File: src/rtl/vic_sound_pkg.sv
// vic_sound_n shared constants and sizing helpers.
// LFSR seed/taps and register field positions.
package vic_sound_pkg;

  localparam logic [15:0] LFSR_SEED = 16'hACE1;
  localparam logic [15:0] LFSR_TAPS = 16'hB400;

  localparam int E_BIT = 7;
  localparam int F_MSB = 6;
  localparam int F_LSB = 0;
  localparam int F_W   = 7;
  localparam int V_MSB = 3;
  localparam int V_LSB = 0;

  function automatic int addr_w(input int n);
    return $clog2(n + 2);
  endfunction

  function automatic int min_out_w(input int n);
    return $clog2((n + 1) * 15 + 1);
  endfunction

endpackage

File: src/rtl/vic_sound_voice.sv
// One sound voice: 7-bit reload counter, pending F,
// enable edge handling and a square/toggle output.
module vic_sound_voice
  import vic_sound_pkg::*;
(
  input  logic       clk,
  input  logic       reset_n,
  input  logic       tick,
  input  logic       wr,
  input  logic [7:0] data,
  output logic       en,
  output logic       sq,
  output logic       tog
);

  logic [F_W-1:0] cnt;
  logic [F_W-1:0] pend;
  logic           dis;
  logic           start;
  logic           wrap;

  assign dis   = wr & ~data[E_BIT];
  assign start = wr & data[E_BIT] & ~en;
  assign wrap  = &cnt;
  assign tog   = tick & en & wrap & ~dis;

  // Reload takes the pre-write pending F, so a new F
  // only ever starts on a period boundary.
  always_ff @(posedge clk) begin
    if (!reset_n) begin
      cnt  <= '0;
      pend <= '0;
      en   <= 1'b0;
      sq   <= 1'b0;
    end else begin
      if (wr) pend <= data[F_MSB:F_LSB];
      if (dis) begin
        en <= 1'b0;
        sq <= 1'b0;
      end else if (start) begin
        en  <= 1'b1;
        sq  <= 1'b0;
        cnt <= data[F_MSB:F_LSB];
      end else if (tick && en) begin
        if (wrap) begin
          cnt <= pend;
          sq  <= ~sq;
        end else begin
          cnt <= cnt + 1'b1;
        end
      end
    end
  end

endmodule

File: src/rtl/vic_sound_n.sv
// VIC sound generator: NUM_TONE tone voices, one LFSR
// noise voice, 4-bit master volume, registered mix.
module vic_sound_n
  import vic_sound_pkg::*;
#(
  parameter int NUM_TONE  = 3,
  parameter int PRE_SHIFT = 4,
  parameter int OUT_W     = 6,
  parameter int ADDR_W    = addr_w(NUM_TONE)
) (
  input  logic              clk,
  input  logic              reset_n,
  input  logic              ena4,
  input  logic              wr_en,
  input  logic [ADDR_W-1:0] wr_addr,
  input  logic [7:0]        wr_data,
  output logic [OUT_W-1:0]  audio_out,
  output logic [NUM_TONE:0] voice_active
);

  localparam int NV = NUM_TONE + 1;
  localparam int PW = PRE_SHIFT + NUM_TONE;

  logic [PW-1:0]    pre;
  logic [NV-1:0]    tick;
  logic [NV-1:0]    wr;
  logic [NV-1:0]    en;
  logic [NV-1:0]    sq;
  logic [NV-1:0]    tog;
  logic [NV-1:0]    ch;
  logic             wr_vol;
  logic [3:0]       vol;
  logic [15:0]      lfsr;
  logic [OUT_W-1:0] sum;
  logic             unused_bits;

  always_ff @(posedge clk) begin
    if (!reset_n) pre <= '0;
    else if (ena4) pre <= pre + 1'b1;
  end

  // Noise voice shares the slowest-mask tick of the top tone.
  for (genvar i = 0; i < NV; i++) begin : g_v
    localparam int K =
      PW - 1 - ((i == NUM_TONE) ? NUM_TONE - 1 : i);
    localparam logic [PW-1:0] MASK =
      PW'((64'd1 << K) - 64'd1);

    assign tick[i] = ena4 & ((pre & MASK) == MASK);
    assign wr[i]   = wr_en & (wr_addr == ADDR_W'(i));

    vic_sound_voice u_voice (
      .clk     (clk),
      .reset_n (reset_n),
      .tick    (tick[i]),
      .wr      (wr[i]),
      .data    (wr_data),
      .en      (en[i]),
      .sq      (sq[i]),
      .tog     (tog[i])
    );
  end

  always_ff @(posedge clk) begin
    if (!reset_n) begin
      lfsr <= LFSR_SEED;
    end else if (tog[NUM_TONE]) begin
      lfsr <= (lfsr == '0) ? LFSR_SEED
            : {lfsr[14:0], ^(lfsr & LFSR_TAPS)};
    end
  end

  assign wr_vol = wr_en & (wr_addr == ADDR_W'(NUM_TONE + 1));

  always_ff @(posedge clk) begin
    if (!reset_n) vol <= '0;
    else if (wr_vol) vol <= wr_data[V_MSB:V_LSB];
  end

  assign ch = {en[NUM_TONE] & lfsr[0], sq[NUM_TONE-1:0]};

  always_comb begin
    sum = '0;
    for (int i = 0; i < NV; i++) sum = sum + OUT_W'(ch[i]);
  end

  always_ff @(posedge clk) begin
    if (!reset_n) audio_out <= '0;
    else audio_out <= sum * OUT_W'(vol);
  end

  assign voice_active = en;
  assign unused_bits  = ^{tog[NUM_TONE-1:0], sq[NUM_TONE]};

endmodule

File: config.mk
export PLATFORM = sky130hd
export DESIGN_NAME = vic_sound_n
export DESIGN_NICKNAME = d
export VERILOG_FILES = /design/src/rtl/vic_sound_pkg.sv /design/src/rtl/vic_sound_voice.sv /design/src/rtl/vic_sound_n.sv
export SDC_FILE = /design/constraint.sdc
export NUM_CORES = 1
export LEC_CHECK = 0
export BUFFER_PORTS_ARGS = -buffer_cell sky130_fd_sc_hd__buf_2
export CORE_AREA = 4 4 123 125
export CTS_CLUSTER_DIAMETER = 60
export DETAILED_ROUTE_END_ITERATION = 8
export DIE_AREA = 0 0 127 129
export PLACE_DENSITY_LB_ADDON = 0.15
export SLEW_MARGIN = 20
export SYNTH_ARGS = -nofsm -noshare
export SYNTH_HDL_FRONTEND = slang
export SYNTH_SLANG_ARGS = --single-unit
export TNS_END_PERCENT = 10
File: constraint.sdc
create_clock -name clk -period 3.6 [get_ports clk]
set_input_delay 0.72 -clock clk [delete_from_list [all_inputs] [get_ports clk]]
set_output_delay 0.72 -clock clk [all_outputs]
set_load 0.03 [all_outputs]
==> flow_metrics.tcl <==
set metrics [dict create \
    clock_skew_ps 6.730 \
    die_y_um 129 \
    synth_ff_type "dfxtp_1" \
    start_kind "flip-flop" \
    fp.dieArea_sq_um 16380 \
    slew_viol_final 0 \
    cts_tree "done" \
    grt_util_all_layers_pct 16.08 \
    p_leak_nw 1.977 \
    clkLatencyLatePin_ps 340 \
    cts_root_buf "clkbuf_16" \
    maxCapViolCount 0 \
    fin_area_sq_um 5424 \
    max_stage_delay_ps 510 \
    htree_levels 3 \
    clock-sinks 95 \
    floorplan.initialDensity_pct 35.07 \
    setup_viol 0 \
    port_buffers 24 \
    nets 645 \
    drcViolationCount 0 \
    num_io_pins 25 \
    path_max_fanout 4 \
    via_count 4143 \
    p_comb_share_pct 5.3 \
    syn-num-nets 644 \
    hpwl_um 8999 \
    grt_pass1_vias 4144 \
    cts_resized 0 \
    post_route_cells_drive_above_1_share_pct 10.26 \
    yosysSeqAreaShare_pct 39.06 \
    final_cell_mix "nand2_1, dfxtp_1, a21oi_1" \
    wl_um 12590 \
    core-area_sq_um 13880 \
    critPathSlowestCell "fa_1" \
    num_antenna_cells 0 \
    hold_path_class "reg2reg" \
    drtIter0Drc 283 \
    fillCellCount 1430 \
    ys_warn_count 0 \
    rsz0062_at_grt "no" \
    placed_cell_area_sq_um 5062 \
    crit_required_ps 3830 \
    cts.path.max_buffers 2 \
    rows 43 \
    critPathArrivalTime_ps 3610 \
    yosysUniqueCellTypes 57 \
    critical_path_class "reg2reg" \
    final_common_cell "nand2_1" \
    hold_viol_final 0 \
    min_period_ps 3383 \
    slew_headroom_pct 40.44 \
    p_clk_share_pct 49.1 \
    power_switching_mw 0.5206 \
    end_kind "flip-flop" \
    power_density_nw_per_um2 438.5 \
    fin_tns_setup_ps 0 \
    synth-edff-count 0 \
    routed_via_density 5.218 \
    syn-instance-count 608 \
    p_sw_share_pct 21.89 \
    die_x_um 127 \
    gp_congestion 0.8047 \
    antenna_left 0 \
    seq_power_share_pct 45.7 \
    tightest_slew_ps 893.4 \
    ys_seq_elements 95 \
    post-cts-setup-buffers 0 \
    p_int_mw 1.858 \
    antenna_found_initial 0 \
    crit_buf_inv 2 \
    cts.hold.buffers_added 0 \
    status "finished clean" \
    ys_async_sr_fraction_pct 0 \
    place_ws_ps 206.4 \
    cts_buffers 9 \
    timing.final.crit_share_pct 93.97 \
    clk_pin_slew_ps 70 \
    whs_ps 452.9 \
    first_pass_iters 4 \
    worst_ir_drop_vdd_mv 0.2214 \
    grt_max_degree 25 \
    synth_area_sq_um 4868 \
    crit_chain "nand2_1 -> fa_1 -> inv_1 -> ha_1 -> ha_1 -> nand2_1 -> fa_1 -> inv_1 -> ha_1 -> ha_1 -> a21o_1 -> a21oi_1 -> xnor2_1 -> nor2_1" \
    postSynthAreaPerCell_sq_um 8.007 \
    path_common_cell "ha_1" \
    crit_family "adder cells" \
    routedWlPerCell_um 15.85 \
    grt_first_pass_wirelength_um 21080 \
    area_growth_pct 11.41 \
    fmax_mhz 295.6 \
    setup_ws_ps 217.1 \
    grt.overflow.total 0 \
]
power by group through the flow:
stage | clock network (mW) | registers [mW] | logic [mW]
2_1_floorplan | 0 | 1.11 | 0.0899
3_3_place_gp | 0 | 1.11 | 0.124
3_5_place_dp | 0 | 1.11 | 0.125
4_1_cts | 1.19 | 1.09 | 0.126
5_1_grt | 1.23 | 1.09 | 0.140
6_report | 1.17 | 1.09 | 0.125
layout make-up:
class / count / area [sq um] / share of cell area, %
clock buffers: 10 / 229.0 / 4.221
inverters: 17 / 63.81 / 1.176
multi-input cells: 454 / 2691 / 49.62
repair buffers: 32 / 180.2 / 3.322
clock inverters: 6 / 132.6 / 2.445
well taps: 180 / 225.2 / 4.152
flip-flops and latches: 95 / 1902 / 35.06
metal layers:
layer,up-vias,routed length [um],GRT usage (%)
met1,1937,5999,21.08
met4,0,72,7.066
met2,67,5959,26.12
li1,2135,-,-
met5,-,0,0
met3,4,556,2.740
flip-flops by register name (all words and copies together), names as in the netlist:
| signal | cells |
|---|---|
| g_v.u_voice.cnt | 28 |
| g_v.u_voice.pend | 28 |
| lfsr | 16 |
| audio_out | 6 |
| pre | 6 |
| g_v.u_voice.en | 4 |
| vol | 4 |
| g_v.u_voice.sq | 3 |
worst register-to-register path: cells and delay by family, from the launching register on:
family / cells / cell delay, ps
adders and majority gates: 6 / 2100
DFF: 1 / 390
AOI/OAI and AO/OA: 2 / 330
and+or+nand+nor: 3 / 220
xor gates and xnor gates: 1 / 140
buffers and inverters: 2 / 80
logic make-up after synthesis:
family                     Yosys count  synth area share [%]
and+or+nand+nor                    257                 25.55
adders and majority gates           21                 5.860
buffers and inverters               59                 5.654
xor gates and xnor gates            23                 4.138
AOI/OAI and AO/OA                  143                 17.63
DFF                                 95                 39.06
muxes                               10                 2.107
cells in the mapped netlist (2+ instances only):
| master | number | area [sq um] |
|---|---|---|
| a21o_1 | 5 | 37.54 |
| nand4b_2 | 2 | 30.03 |
| nor4b_1 | 2 | 17.52 |
| inv_1 | 16 | 60.06 |
| or3_1 | 5 | 31.28 |
| o2111ai_1 | 2 | 17.52 |
| a21oi_1 | 57 | 285.3 |
| a211oi_1 | 5 | 37.54 |
| nand2b_1 | 4 | 25.02 |
| nand3_1 | 23 | 115.1 |
| and2_1 | 9 | 56.30 |
| nand3b_1 | 2 | 15.01 |
| buf_2 | 10 | 50.05 |
| nand4_1 | 9 | 56.30 |
| nor3_1 | 13 | 65.06 |
| nor4_1 | 5 | 31.28 |
| o221ai_1 | 2 | 17.52 |
| xor2_1 | 9 | 78.83 |
| buf_4 | 11 | 82.58 |
| mux2_2 | 2 | 22.52 |
| a211o_1 | 2 | 17.52 |
| or2_2 | 3 | 18.77 |
| and3_1 | 8 | 50.05 |
| and4_1 | 2 | 17.52 |
| a2111oi_0 | 2 | 17.52 |
| clkbuf_1 | 21 | 78.83 |
| nor2_1 | 41 | 153.9 |
| ha_1 | 18 | 225.2 |
| fa_1 | 3 | 60.06 |
| a31oi_1 | 9 | 56.30 |
| mux2i_1 | 8 | 80.08 |
| xnor2_1 | 14 | 122.6 |
| dfxtp_1 | 95 | 1902 |
| o211ai_1 | 15 | 112.6 |
| o21ai_0 | 36 | 180.2 |
| nor3b_1 | 2 | 15.01 |
| nand2_1 | 116 | 435.4 |
path summary, 6_finish.rpt:
path,from,endpoint,slack (ps),cells after the start
worst max-delay path,lfsr[0],audio_out[5],220,14
worst min-delay path,g_v[3].u_voice.pend[6],g_v[3].u_voice.pend[6],450,2
worst max register to register,lfsr[0],audio_out[5],220,14
worst min register to register,g_v[3].u_voice.pend[6],g_v[3].u_voice.pend[6],450,2
through the flow:
stage	util, %	std cells	power [mW]
final	39.08	794	2.379
after global routing	39.08	794	2.457
after CTS	39.08	794	2.401
after detailed placement	36.47	778	1.236
after global placement	36.47	778	1.233
after floorplan	-	608	1.196
No activity file was read; power rests on OpenSTA's default activity.
